### src/rtl/regfile_dump_reader_pkg.sv
`default_nettype none
// ============================================================================
// Module      : regfile_dump_reader_pkg
// Description : Shared debug-dump constants, state encodings and byte helper.
// Revision    : 1.0 - initial release
// ============================================================================
package regfile_dump_reader_pkg;

    localparam int DBG_NUM_REGS   = 32;
    localparam int DBG_ADDR_WIDTH = 5;
    localparam int BYTE_CNT_W     = 2;
    localparam int BYTES_PER_WORD = 4;

    localparam logic [2:0] ST_IDLE = 3'd0;
    localparam logic [2:0] ST_LOAD = 3'd1;
    localparam logic [2:0] ST_SEND = 3'd2;
    localparam logic [2:0] ST_NEXT = 3'd3;
    localparam logic [2:0] ST_DONE = 3'd4;

    typedef enum logic [2:0] {
        S_IDLE = ST_IDLE,
        S_LOAD = ST_LOAD,
        S_SEND = ST_SEND,
        S_NEXT = ST_NEXT,
        S_DONE = ST_DONE
    } dump_state_e;

    // Byte cnt of a word; cnt 0 is the most significant byte unless lsb_first.
    function automatic logic [7:0] word_byte(
        input logic [31:0]           word,
        input logic [BYTE_CNT_W-1:0] cnt,
        input logic                  lsb_first
    );
        logic [BYTE_CNT_W-1:0] sel;
        sel = lsb_first ? cnt : (BYTE_CNT_W'(BYTES_PER_WORD - 1) - cnt);
        return word[{sel, 3'b000} +: 8];
    endfunction

endpackage
`default_nettype wire

### src/rtl/regfile_dump_reader_serializer.sv
`default_nettype none
// ============================================================================
// Module      : word_byte_serializer
// Description : Snapshots one 32-bit word and emits it as 4 valid/ready bytes.
// Revision    : 1.0 - initial release
// ============================================================================
module word_byte_serializer
    import regfile_dump_reader_pkg::*;
#(
    parameter int LSB_FIRST = 0
) (
    input  logic        CLK,
    input  logic        RESET,
    input  logic        i_load,
    input  logic        i_send,
    input  logic [31:0] i_word,
    input  logic        i_tx_ready,
    output logic [7:0]  o_tx_data,
    output logic        o_tx_valid,
    output logic        o_word_done
);

    logic [31:0]           r_word_q;
    logic [BYTE_CNT_W-1:0] r_byte_cnt;
    logic                  w_xfer;
    logic                  w_last;

    assign w_xfer = i_send & i_tx_ready;
    assign w_last = (r_byte_cnt == BYTE_CNT_W'(BYTES_PER_WORD - 1));

    // The word is captured only on load, so later register-file writes cannot leak in.
    always_ff @(posedge CLK or posedge RESET) begin
        if (RESET) begin
            r_word_q   <= '0;
            r_byte_cnt <= '0;
        end else if (i_load) begin
            r_word_q   <= i_word;
            r_byte_cnt <= '0;
        end else if (w_xfer && !w_last) begin
            r_byte_cnt <= r_byte_cnt + BYTE_CNT_W'(1);
        end
    end

    assign o_tx_valid  = i_send;
    assign o_tx_data   = i_send ? word_byte(r_word_q, r_byte_cnt, (LSB_FIRST != 0)) : 8'h00;
    assign o_word_done = w_xfer & w_last;

endmodule
`default_nettype wire

### src/rtl/regfile_dump_reader.sv
`default_nettype none
// ============================================================================
// Module      : regfile_dump_reader
// Description : Walks the register file read port and streams every word as bytes.
// Revision    : 1.0 - initial release
// ============================================================================
module regfile_dump_reader
    import regfile_dump_reader_pkg::*;
#(
    parameter int NUM_REGS   = DBG_NUM_REGS,
    parameter int ADDR_WIDTH = DBG_ADDR_WIDTH,
    parameter int LSB_FIRST  = 0
) (
    input  logic                  CLK,
    input  logic                  RESET,
    input  logic                  I_DUMP_START,
    output logic [ADDR_WIDTH-1:0] O_DUMP_REG_ADDR,
    input  logic [31:0]           I_DUMP_REG_DATA,
    output logic [7:0]            O_TX_DATA,
    output logic                  O_TX_VALID,
    input  logic                  I_TX_READY,
    output logic                  O_DUMP_BUSY,
    output logic                  O_DUMP_DONE
);

    localparam logic [ADDR_WIDTH-1:0] c_LAST_IDX = ADDR_WIDTH'(NUM_REGS - 1);

    dump_state_e           r_state;
    dump_state_e           w_state_nxt;
    logic [ADDR_WIDTH-1:0] r_index;
    logic                  w_load;
    logic                  w_send;
    logic                  w_word_done;

    always_ff @(posedge CLK or posedge RESET) begin
        if (RESET) begin
            r_state <= S_IDLE;
        end else begin
            r_state <= w_state_nxt;
        end
    end

    always_comb begin
        w_state_nxt = r_state;
        w_load      = 1'b0;
        w_send      = 1'b0;
        O_DUMP_BUSY = 1'b1;
        O_DUMP_DONE = 1'b0;
        unique case (r_state)
            S_IDLE: begin
                O_DUMP_BUSY = 1'b0;
                if (I_DUMP_START) begin
                    w_state_nxt = S_LOAD;
                end
            end
            S_LOAD: begin
                w_load      = 1'b1;
                w_state_nxt = S_SEND;
            end
            S_SEND: begin
                w_send = 1'b1;
                if (w_word_done) begin
                    w_state_nxt = S_NEXT;
                end
            end
            S_NEXT: begin
                w_state_nxt = (r_index == c_LAST_IDX) ? S_DONE : S_LOAD;
            end
            S_DONE: begin
                O_DUMP_DONE = 1'b1;
                w_state_nxt = S_IDLE;
            end
            default: begin
                O_DUMP_BUSY = 1'b0;
                w_state_nxt = S_IDLE;
            end
        endcase
    end

    // Index saturates at the last register; only a fresh start rewinds it.
    always_ff @(posedge CLK or posedge RESET) begin
        if (RESET) begin
            r_index <= '0;
        end else if ((r_state == S_IDLE) && I_DUMP_START) begin
            r_index <= '0;
        end else if ((r_state == S_NEXT) && (r_index != c_LAST_IDX)) begin
            r_index <= r_index + ADDR_WIDTH'(1);
        end
    end

    assign O_DUMP_REG_ADDR = r_index;

    word_byte_serializer #(
        .LSB_FIRST (LSB_FIRST)
    ) u_serializer (
        .CLK         (CLK),
        .RESET       (RESET),
        .i_load      (w_load),
        .i_send      (w_send),
        .i_word      (I_DUMP_REG_DATA),
        .i_tx_ready  (I_TX_READY),
        .o_tx_data   (O_TX_DATA),
        .o_tx_valid  (O_TX_VALID),
        .o_word_done (w_word_done)
    );

endmodule
`default_nettype wire

### config.mk
export PLATFORM = sky130hd
export DESIGN_NAME = regfile_dump_reader
export DESIGN_NICKNAME = d
export VERILOG_FILES = /design/src/rtl/regfile_dump_reader_pkg.sv /design/src/rtl/regfile_dump_reader_serializer.sv /design/src/rtl/regfile_dump_reader.sv
export SDC_FILE = /design/constraint.sdc
export NUM_CORES = 1
export LEC_CHECK = 0
export CAP_MARGIN = 30
export CORE_AREA = 2 2 78 80
export CTS_CLUSTER_DIAMETER = 150
export DETAILED_ROUTE_END_ITERATION = 7
export DIE_AREA = 0 0 80 82
export HOLD_SLACK_MARGIN = 0.12
export PLACE_DENSITY = 0.73
export SYNTH_ARGS = -nofsm -noshare
export SYNTH_HDL_FRONTEND = slang
export SYNTH_SLANG_ARGS = --single-unit
### constraint.sdc
create_clock -name CLK -period 2.7 [get_ports CLK]
set_input_delay 0.54 -clock CLK [delete_from_list [all_inputs] [get_ports CLK]]
set_output_delay 0.54 -clock CLK [all_outputs]
set_load 0.02 [all_outputs]
* Word-level counts from Yosys, hierarchy flattened
Cells that the tools add are included.
Storage, ports and cells: flip-flop bits (word level) 42, bits in latches 0, RAM bits 0, ROM bits 0, input bits 36, output and inout bits 16, word-level logic and storage cells 41, memories 0
Operators by class: add/subtract/negate cells 3, multipliers 0, div/mod/pow operators 0, magnitude comparators 0, equality and inequality tests 9, shifts and indexed selects 1, multiplexer cells 13, bitwise gates (word level) 2, reductions and logical operators 9
Operators with widths (count):
- $shiftx 32x6->8 | 1
- $pmux 3 s4 | 1
- $mux 5 | 2
- $mux 3 | 3
- $mux 8 | 1
- $eq 3x2->1 const B | 2
- $add 5x1->5 const B | 1
- $eq 5x5->1 const B | 1
- $ne 5x5->1 const B | 1
- $mux 1 | 4
- $mux 2 | 2
- $reduce_bool 2->1 | 2
- $reduce_or 4->1 | 1
- $eq 3x1->1 const B | 1
- $eq 3x3->1 const B | 1
- $logic_and 1x1->1 | 3
- $logic_not 3->1 | 1
- $add 2x1->2 const B | 1
- $and 1x1->1 | 2
- $eq 2x2->1 const B | 1
- $ne 2x1->1 const B | 1
- $ne 2x2->1 const B | 1
- $reduce_and 2->1 | 1
- $sub 2x2->2 const A | 1
- $logic_not 1->1 | 1

* Depth between registers and ports, before layout
Gate-level depths: netlist of run 1.
depth in word-level cells 6, mapped depth 6, gate-level depth less buffers 6

* Cells and area by module
Synthesis of run 1 repeated with hierarchy kept, for this count alone.
Unflattened totals: cell total of the unflattened synthesis 148, area total of the unflattened synthesis 2139.6 um^2
By module, submodules not included:
- word_byte_serializer | instances 1, cells an instance 110, area each 1711.6 um^2, seq. area each 850.8 um^2
- regfile_dump_reader | instances 1, cells an instance 38, area each 427.9 um^2, seq. area each 200.2 um^2

* Least setup slack after synthesis of run 1
OpenSTA, ideal clock, no wires.
path kind register to output, start point reg r_state[2], end point out O_TX_DATA[0], arrival 1486 ps, required time 2160 ps, slack 674 ps, stages on the path, launching flop included 6, buffers on the path 2, path through dfrtp_1 buf_6 or3b_2 clkbuf_1 inv_2 and2_1
On the way: longest elaborated chain between the ends 3
Ends and longest elaborated chain:
- start, declared | RTL line regfile_dump_reader.sv:28 | dump_state_e r_state;
- start signal, assigned | RTL line regfile_dump_reader.sv:39 | r_state <= w_state_nxt;
- $eq 3x2->1 | RTL line regfile_dump_reader.sv:49 | unique case (r_state)
- $mux 1 | RTL line regfile_dump_reader.sv:49
- net O_TX_VALID | RTL line regfile_dump_reader.sv:20 | output logic O_TX_VALID,
- $mux 8 | RTL line regfile_dump_reader_serializer.sv:45 | assign o_tx_data = i_send ? word_byte(r_word_q, r_byte_cnt, (LSB_FIRST != 0)) : 8'h00;
- end, declared | RTL line regfile_dump_reader.sv:19 | output logic [7:0] O_TX_DATA,
The timed path passes the listed nets, and every way through them passes these cells.

* Worst setup path after layout of run 1
start point reg u_serializer.r_byte_cnt[1], end point out O_TX_DATA[3]
On the way: longest elaborated chain between the ends 3
Ends and longest elaborated chain:
- start, declared | RTL line regfile_dump_reader_serializer.sv:24 | logic [BYTE_CNT_W-1:0] r_byte_cnt;
- start signal, assigned | RTL line regfile_dump_reader_serializer.sv:40 | r_byte_cnt <= r_byte_cnt + BYTE_CNT_W'(1);
- $sub 2x2->2 | RTL line regfile_dump_reader_pkg.sv:35 | sel = lsb_first ? cnt : (BYTE_CNT_W'(BYTES_PER_WORD - 1) - cnt);
- $shiftx 32x6->8 | RTL line regfile_dump_reader_pkg.sv:36 | return word[{sel, 3'b000} +: 8];
- $mux 8 | RTL line regfile_dump_reader_serializer.sv:45
Every way passes these cells.

==> results.toml, run 1 <==
[status]
outcome = "complete, no violations"

[route]
ant_nets = 0
finalWirelength_um = 3990
drtIter0Drc = 40
vias_per_cell = 4.75
drc_errors = 0
drtPass1Iterations = 4
via_count = 1277
routedWlPerCell_um = 14.8

[synth]
synthAdderAreaFrac_pct = 1.77
yosys_most_used_dff = "dfrtp_1"
synth_edf_count = 0
synth.mux.area_fraction_pct = 31.2
synth_simple_gate_area_share_pct = 7.56
yosys-top-cells-area = "dfrtp_1, mux2_4, mux4_2"
synth-compound-area-share_pct = 3.43
yosys_warnings = 0
synth_xor_xnor_area_share_pct = 0.827
netlist_top_cells_count = "dfrtp_1, mux2_4, and2_1"
ys_types = 35
synth_top_area_share_pct = 49.6
post-synth-top-count-cell = "dfrtp_1"
async_flop_share_pct = 100
ys_seq_area_share_pct = 49.6
synth_cells = 138
ys_seq_elements = 42
avgSynthCellArea_um2 = 15.3
synth_top_family_by_area = "multiplexers"
syn-num-nets = 177
synth_area_leader_cell = "dfrtp_1"
netlist_area_um2 = 2120

[hold_path]
hold_end = "O_DUMP_REG_ADDR[3]"
min_from = "O_DUMP_REG_ADDR[3]"
hold_path.class = "reg2reg"
min_path_cells = 1

[sta]
period_needed_ns = 2.55
setup-violations-final = 0
tns_ns = 0
tightestPinTransition_ns = 0.571
period_share_pct = 94.4
drv_slew = 0
finClkSkew_ns = 0.0105
setup_slack_ns = 0.152
relSlewSlack_pct = 61.9
hold_ws_ns = 0.497
rsz0062_at_grt = "no"
fmax_mhz = 392
hold_viol = 0

[finish]
n_fill_cell = 540
area.growth.synth_to_final_pct = 31.4
layout.core_utilization_pct = 48.4
nets = 232
drive_above_1_share_pct = 32.0
antennaDiodeCount = 0

[die]
die_y_um = 82
die_area_um2 = 6560
initial_core_util_pct = 36.9
die_w_um = 80
ios = 52
core_area_um2 = 5750
row_count = 28

[run]
maxCapViolCount = 0

[cts]
clkTransAtPathRegs_ns = 0.08
cts_tree = "built"
clk_path_buf_depth = 2
root_buffer = "clkbuf_8"
clock_sinks = 42
cts_made_buffers = 5
htreeDepth = 2
insertion_delay_ns = 0.29

[pwr]
power_density_nw_per_um2 = 1080
leakagePower_nw = 1.27
combinationalPowerShare_pct = 48.9
switchingPower_w = 0.000960
pwr-share-clk_pct = 13.8
p_int_w = 0.00205
switching_share_pct = 31.9
ir_worst_vdd_mv = 0.388
power_w = 0.00301
seq_power_share_pct = 37.2

[grt]
grt_pass1_vias = 1344
antenna_found_initial = 0
grt_max_degree = 29
grt_overflow_total = 0
grtUsageTotal_pct = 13.2
grt_pass1_wl_um = 6490

[place]
gp_congestion = 0.746
dp_slack_ns = 0.214
hpwl_um = 2920
portBuffers = 51

[worst_setup_path]
r2r_cells = 4
worstPathRequired_ns = 2.16
cpPeakStageDelay_ns = 0.52
reg2reg_to = "u_serializer.r_word_q[28]"
start_kind = "register"
critical-path-slowest-cell = "clkdlybuf4s50_1"
cp_max_fo = 6
r2r_slack_ns = 0.73
end_kind = "output port"
crit_buf_inv = 2
crit_type = "reg2out"
regToRegStartpoint = "r_state[2]"
critical_path.top_delay_family = "buffers and inverters"
cp.arrival_ns = 2.01
cp_cell_sequence = "buf_4, mux4_2, and2_1, clkdlybuf4s50_1"
power by group through the flow:
stage                     Clock, W  Sequential [W]  Combinational, W
after global placement           0         0.00112           0.00146
after CTS                 0.000433         0.00113           0.00150
after global routing      0.000463         0.00116           0.00159
final                     0.000417         0.00112           0.00147
after floorplan                  0         0.00107           0.00121
after detailed placement         0         0.00114           0.00150
logic make-up (layout without fill, tap and decap cells):
group                      Yosys count  count (layout)
AOI/OAI and AO/OA                   10              10
xor gates and xnor gates             2               2
adders and majority gates            3               3
buffers and inverters               14              70
DFF                                 42              42
muxes                               42              42
and+or+nand+nor                     25              25
per-layer routing:
layer  global-route usage, %  part of all wire (%)
met1                    17.3                    46
met5                       0                     0
met3                    2.53                   4.2
met2                    21.1                    48
met4                    6.10                   1.8
cells in the final DEF, fill, tap and decap left out, types with 3 or more instances in the layout:
cell type        netlist  final
mux4_2                 8      8
clkbuf_8               0      6
dlygate4sd2_1          0      3
mux2_4                27     27
ha_1                   3      3
dfrtp_1               42     41
and2_1                 9      9
nand2_1                4      4
mux2_2                 5      5
buf_4                  1      6
clkdlybuf4s50_1        0     48
nor2_1                 3      3
worst max path at each step:
stage / cells past startpoint / slack, ns / endpoint / from
5_1_grt: 4 / 0.05 / O_TX_DATA[3] / u_serializer.r_byte_cnt[1]
4_1_cts: 4 / 0.12 / O_TX_DATA[3] / u_serializer.r_byte_cnt[1]
3_5_place_dp: 4 / 0.21 / O_TX_DATA[2] / r_state[1]
3_3_place_gp: 4 / 0.25 / O_TX_DATA[6] / r_state[1]
6_report: 4 / 0.15 / O_TX_DATA[3] / u_serializer.r_byte_cnt[1]
2_1_floorplan: 5 / 0.67 / O_TX_DATA[0] / r_state[2]
worst register-to-register path: stages (launching register included):
cell	delay [ns]
dfrtp_1	0.38
buf_4	0.16
or3b_2	0.73
buf_12	0.27
mux2_4	0.31
state kept, by name (all words and copies together) (netlist names):
signal and cells:
O_DUMP_REG_ADDR 5, r_state 3, u_serializer.r_word_q 32, u_serializer.r_byte_cnt 2
per-stage QoR:
| step | cells | area (µm²) |
|---|---|---|
| after detailed placement | 261 | 2690 |
| final | 269 | 2780 |
| after CTS | 269 | 2780 |
| after global placement | 261 | 2690 |
| after floorplan | 138 | 2120 |
| after global routing | 269 | 2780 |
timing repair:
item | CTS | global route
resized for setup | 6 | 0
hold buffers | 0 | 0
setup endpoints to repair | 8 | 0
setup buffers | 0 | 0
cell type report:
type                    count  area, µm²  share of cell area, %
inverters                   4       17.5                  0.629
clock buffers               6       82.6                   2.97
multi-input cells          82        952                   34.2
well taps                  75       93.8                   3.37
clock inverters             2       12.5                  0.450
repair buffers             58        572                   20.5
flip-flops and latches     42       1050                   37.8
No activity file was read; power rests on OpenSTA's default activity.
==> inputs of run 2 (changes only) <==
--- a/config.mk
+++ b/config.mk
@@ -12,6 +12,9 @@
 export DIE_AREA = 0 0 80 82
 export HOLD_SLACK_MARGIN = 0.12
 export PLACE_DENSITY = 0.73
+export RECOVER_POWER = 100
+export SKIP_LAST_GASP = 1
 export SYNTH_ARGS = -nofsm -noshare
 export SYNTH_HDL_FRONTEND = slang
 export SYNTH_SLANG_ARGS = --single-unit
+export TNS_END_PERCENT = 100
==> results.toml, run 2 (synthesis gave the netlist of run 1 again) <==
[grt]
grt_pass1_vias = 1344
antenna_found_initial = 0
grtUsageTotal_pct = 13.2
grt_overflow_total = 0
grt_max_degree = 29
grt_pass1_wl_um = 6490

[finish]
top_register = "u_serializer.r_word_q"
drive_above_1_share_pct = 14.9
final_common_cell = "dfrtp_1"
area.growth.synth_to_final_pct = 25.3
final_cell_mix = "dfrtp_1, clkdlybuf4s50_1, mux2_1"
largest_reg_flops = 32
antennaDiodeCount = 0
nets = 232

[sta]
hold_viol = 0
setup-violations-final = 0
period_share_pct = 94.4
finClkSkew_ns = 0.00765
tightestPinTransition_ns = 1.03
relSlewSlack_pct = 31.5
period_needed_ns = 2.55
rsz0062_at_grt = "no"
tns_ns = 0
fmax_mhz = 392
drv_slew = 0
setup_slack_ns = 0.151

[route]
finalWirelength_um = 3890
via_count = 1264
drtIter0Drc = 36
drc_errors = 0
vias_per_cell = 4.70
routedWlPerCell_um = 14.4
ant_nets = 0
drtPass1Iterations = 4

[cts]
cts_made_buffers = 5
cts_tree = "built"
htreeDepth = 2
clk_path_buf_depth = 2
cts_setup_buffers = 0
clock_sinks = 42
clkTransAtPathRegs_ns = 0.08
insertion_delay_ns = 0.29
root_buffer = "clkbuf_8"

[worst_setup_path]
crit_type = "reg2out"
end_kind = "output port"
cp.arrival_ns = 2.01
cp_max_fo = 9
start_kind = "register"
worstPathRequired_ns = 2.16

[pwr]
ir_worst_vdd_mv = 0.360
leakagePower_nw = 1.14
power_density_nw_per_um2 = 1010

[die]
ios = 52
row_count = 28
core_area_um2 = 5750
die_w_um = 80
die_area_um2 = 6560
die_y_um = 82
initial_core_util_pct = 36.9

[place]
dp_slack_ns = 0.214
gp_congestion = 0.746
portBuffers = 51
hpwl_um = 2920

[run]
maxCapViolCount = 0

[status]
outcome = "complete, no violations"

[hold_path]
hold_path.class = "reg2reg"
run 2: cell types whose count changed in the layout (fill, tap and decap cells not counted), sizes merged:
cell and change:
dlygate4sd3 +9, clkdlybuf4s50 -9, buf -4, clkbuf +4
run 2: final cells by class:
class	count	area, µm²
clock inverter	2	12.5
multi-input combinational	82	851
tap	75	93.8
clock buffer	6	82.6
inverter	4	17.5
fill	558	3090
timing repair buffer	58	546
sequential	42	1050
run 2: worst paths after layout:
path	slack, ns	cells after the start	endpoint	startpoint
max	0.15	4	O_TX_DATA[0]	r_state[1]
min	0.49	1	u_serializer.r_word_q[4]	u_serializer.r_word_q[4]
max reg2reg	0.41	4	u_serializer.r_word_q[28]	r_state[0]
min reg2reg	0.49	1	u_serializer.r_word_q[4]	u_serializer.r_word_q[4]
max in group asynchronous	0.86	3	u_serializer.r_word_q[6]	RESET
min in group asynchronous	0.94	2	u_serializer.r_word_q[23]	RESET
run 2: per-stage QoR:
step / utilization, % / hold slack, ns / area, µm² / power [W] / std cells
final: 46.2 / 0.491 / 2660 / 0.00268 / 269
after global routing: 46.2 / 0.510 / 2660 / 0.00289 / 269
after global placement: 46.7 / 0.485 / 2690 / 0.00258 / 261
after detailed placement: 46.7 / 0.494 / 2690 / 0.00263 / 261
after floorplan: - / 0.474 / 2120 / 0.00228 / 138
after CTS: 48.4 / 0.507 / 2780 / 0.00306 / 269
run 2: power breakdown:
group / switching [W] / internal [W] / total (W)
logic: 0.000512 / 0.000639 / 0.00115
registers: 0.000182 / 0.000927 / 0.00111
clock network: 0.000209 / 0.000205 / 0.000414
run 2: metal layers:
layer  global-route usage [%]  up-vias  share of wire [%]
met5                        0        -                  0
met4                     6.10        0                1.8
met3                     2.53        7                4.3
met2                     21.1       37                 48
met1                     17.3      613                 46
li1                         -      607                  -
run 2: critical path, stage by stage (launching register included):
cell and delay (ns):
dfrtp_2 0.43, or3b_4 0.45, inv_4 0.13, and2_1 0.13
clkdlybuf4s50_1 0.59
run 2: repair_timing:
item | in CTS | in global routing
hold buffers | 0 | 0
resized for setup | 6 | 0
endpoints found under the setup margin | 8 | 0
==> inputs of run 3 (changes only) <==
--- a/config.mk
+++ b/config.mk
@@ -6,12 +6,12 @@
 export NUM_CORES = 1
 export LEC_CHECK = 0
 export CAP_MARGIN = 30
-export CORE_AREA = 2 2 78 80
+export CORE_AREA = 3 3 68 70
 export CTS_CLUSTER_DIAMETER = 150
 export DETAILED_ROUTE_END_ITERATION = 7
-export DIE_AREA = 0 0 80 82
+export DIE_AREA = 0 0 71 73
 export HOLD_SLACK_MARGIN = 0.12
-export PLACE_DENSITY = 0.73
+export PLACE_DENSITY = 0.92
 export RECOVER_POWER = 100
 export SKIP_LAST_GASP = 1
 export SYNTH_ARGS = -nofsm -noshare
==> results.toml, run 3 (synthesis gave the netlist of run 1 again) <==
[worst_setup_path]
cpPeakStageDelay_ns = 0.58
cp_max_fo = 9
crit_type = "reg2out"
crit_buf_inv = 2
start_kind = "register"
r2r_cells = 3
worstPathRequired_ns = 2.16
cp.arrival_ns = 1.97
r2r_slack_ns = 0.52
cp_cell_sequence = "or3b_2, inv_2, and2_1, dlygate4sd2_1"
critical-path-slowest-cell = "or3b_2"
regToRegStartpoint = "r_state[2]"
reg2reg_to = "u_serializer.r_word_q[31]"
critical_path.top_delay_family = "simple AND/OR/NAND/NOR gates"
end_kind = "output port"

[cts]
root_buffer = "clkbuf_8"
clkTransAtPathRegs_ns = 0.08
cts_setup_buffers = 0
cts_made_buffers = 5
insertion_delay_ns = 0.29
cts_tree = "built"
clk_path_buf_depth = 2
htreeDepth = 2
clock_sinks = 42
holdBufCountCts = 0

[sta]
tns_ns = 0
period_needed_ns = 2.51
finClkSkew_ns = 0.00596
rsz0062_at_grt = "no"
period_share_pct = 92.9
setup-violations-final = 0
hold_ws_ns = 0.499
relSlewSlack_pct = 50.8
tightestPinTransition_ns = 0.738
drv_slew = 0
hold_viol = 0
fmax_mhz = 399

[place]
gp_congestion = 0.772
hpwl_um = 3200
dp.cells = 234
portBuffers = 51

[grt]
grt_max_degree = 28
grtUsageTotal_pct = 18.7
grt_overflow_total = 0
grt_pass1_wl_um = 7450
antenna_found_initial = 0
grt_pass1_vias = 1455

[route]
ant_nets = 0
drc_errors = 0
drtPass1Iterations = 4
routedWlPerCell_um = 17.4
via_count = 1317
vias_per_cell = 5.49
finalWirelength_um = 4180
drtIter0Drc = 87

[pwr]
leakagePower_nw = 1.14
power_density_nw_per_um2 = 1020
ir_worst_vdd_mv = 0.415

[finish]
nets = 230
final_common_cell = "dfrtp_1"
drive_above_1_share_pct = 13.7
largest_reg_flops = 32
top_register = "u_serializer.r_word_q"
antennaDiodeCount = 0
final_cells = 240
area.growth.synth_to_final_pct = 21.9
final_cell_mix = "dfrtp_1, clkdlybuf4s50_1, mux2_1"

[die]
core_area_um2 = 4030
initial_core_util_pct = 52.6
row_count = 23
die_w_um = 71
ios = 52
die_area_um2 = 5180
die_y_um = 73

[status]
outcome = "complete, no violations"

[hold_path]
min_path_cells = 1
min_from = "u_serializer.r_word_q[30]"
hold_path.class = "reg2reg"
hold_end = "u_serializer.r_word_q[30]"

[run]
maxCapViolCount = 0
run 3: cell types whose count changed in the layout (fill, tap and decap cells not counted), sizes merged:
| cell | change |
|---|---|
| clkinv | -1 |
| buf | -1 |
| clkdlybuf4s50 | -5 |
| dlygate4sd2 | +5 |
| dlygate4sd3 | -1 |
| clkinvlp | -1 |
run 3: final cells by class:
cell class / count / area [µm²]
inverters: 4 / 15.0
multi-input cells: 82 / 848
fillers: 314 / 1450
clock buffers: 6 / 82.6
repair buffers: 56 / 522
well taps: 50 / 62.6
flip-flops and latches: 42 / 1050
run 3: through the flow:
stage                     instance area (µm²)  total power [W]  setup slack (ns)  util (%)
final                                    2580          0.00263             0.192      64.1
after floorplan                          2120          0.00228             0.674         -
after global routing                     2580          0.00282            0.0829      64.1
after global placement                   2620          0.00252             0.274      65.0
after detailed placement                 2640          0.00263             0.224      65.5
after CTS                                2710          0.00300            0.0134      67.3
run 3: how the worst max path moves through the flow:
stage	cells past startpoint	slack, ns	from	to
CTS	3	0.01	r_state[2]	O_TX_VALID
finish	4	0.19	r_state[2]	O_TX_DATA[5]
global placement	4	0.27	r_state[2]	O_TX_DATA[5]
detailed placement	4	0.22	r_state[2]	O_TX_DATA[5]
floorplan	5	0.67	r_state[2]	O_TX_DATA[0]
global route	4	0.08	r_state[2]	O_TX_DATA[2]
run 3: what timing repair did:
action	in CTS	in global routing
resized for setup	8	1
endpoints found under the setup margin	8	1
cloned	0	0
run 3: where the power goes:
group,total (W),internal (W),switching (W)
combinational,0.00110,0.000602,0.000499
sequential,0.00114,0.000927,0.000211
clock,0.000394,0.000197,0.000196
run 3: routing by layer:
metal	GRT usage, %	up-vias	wire (µm)
met3	5.65	4	240
met2	30.9	41	2160
met1	24.2	670	1740
li1	-	602	-
met4	5.01	0	44
met5	0	-	0
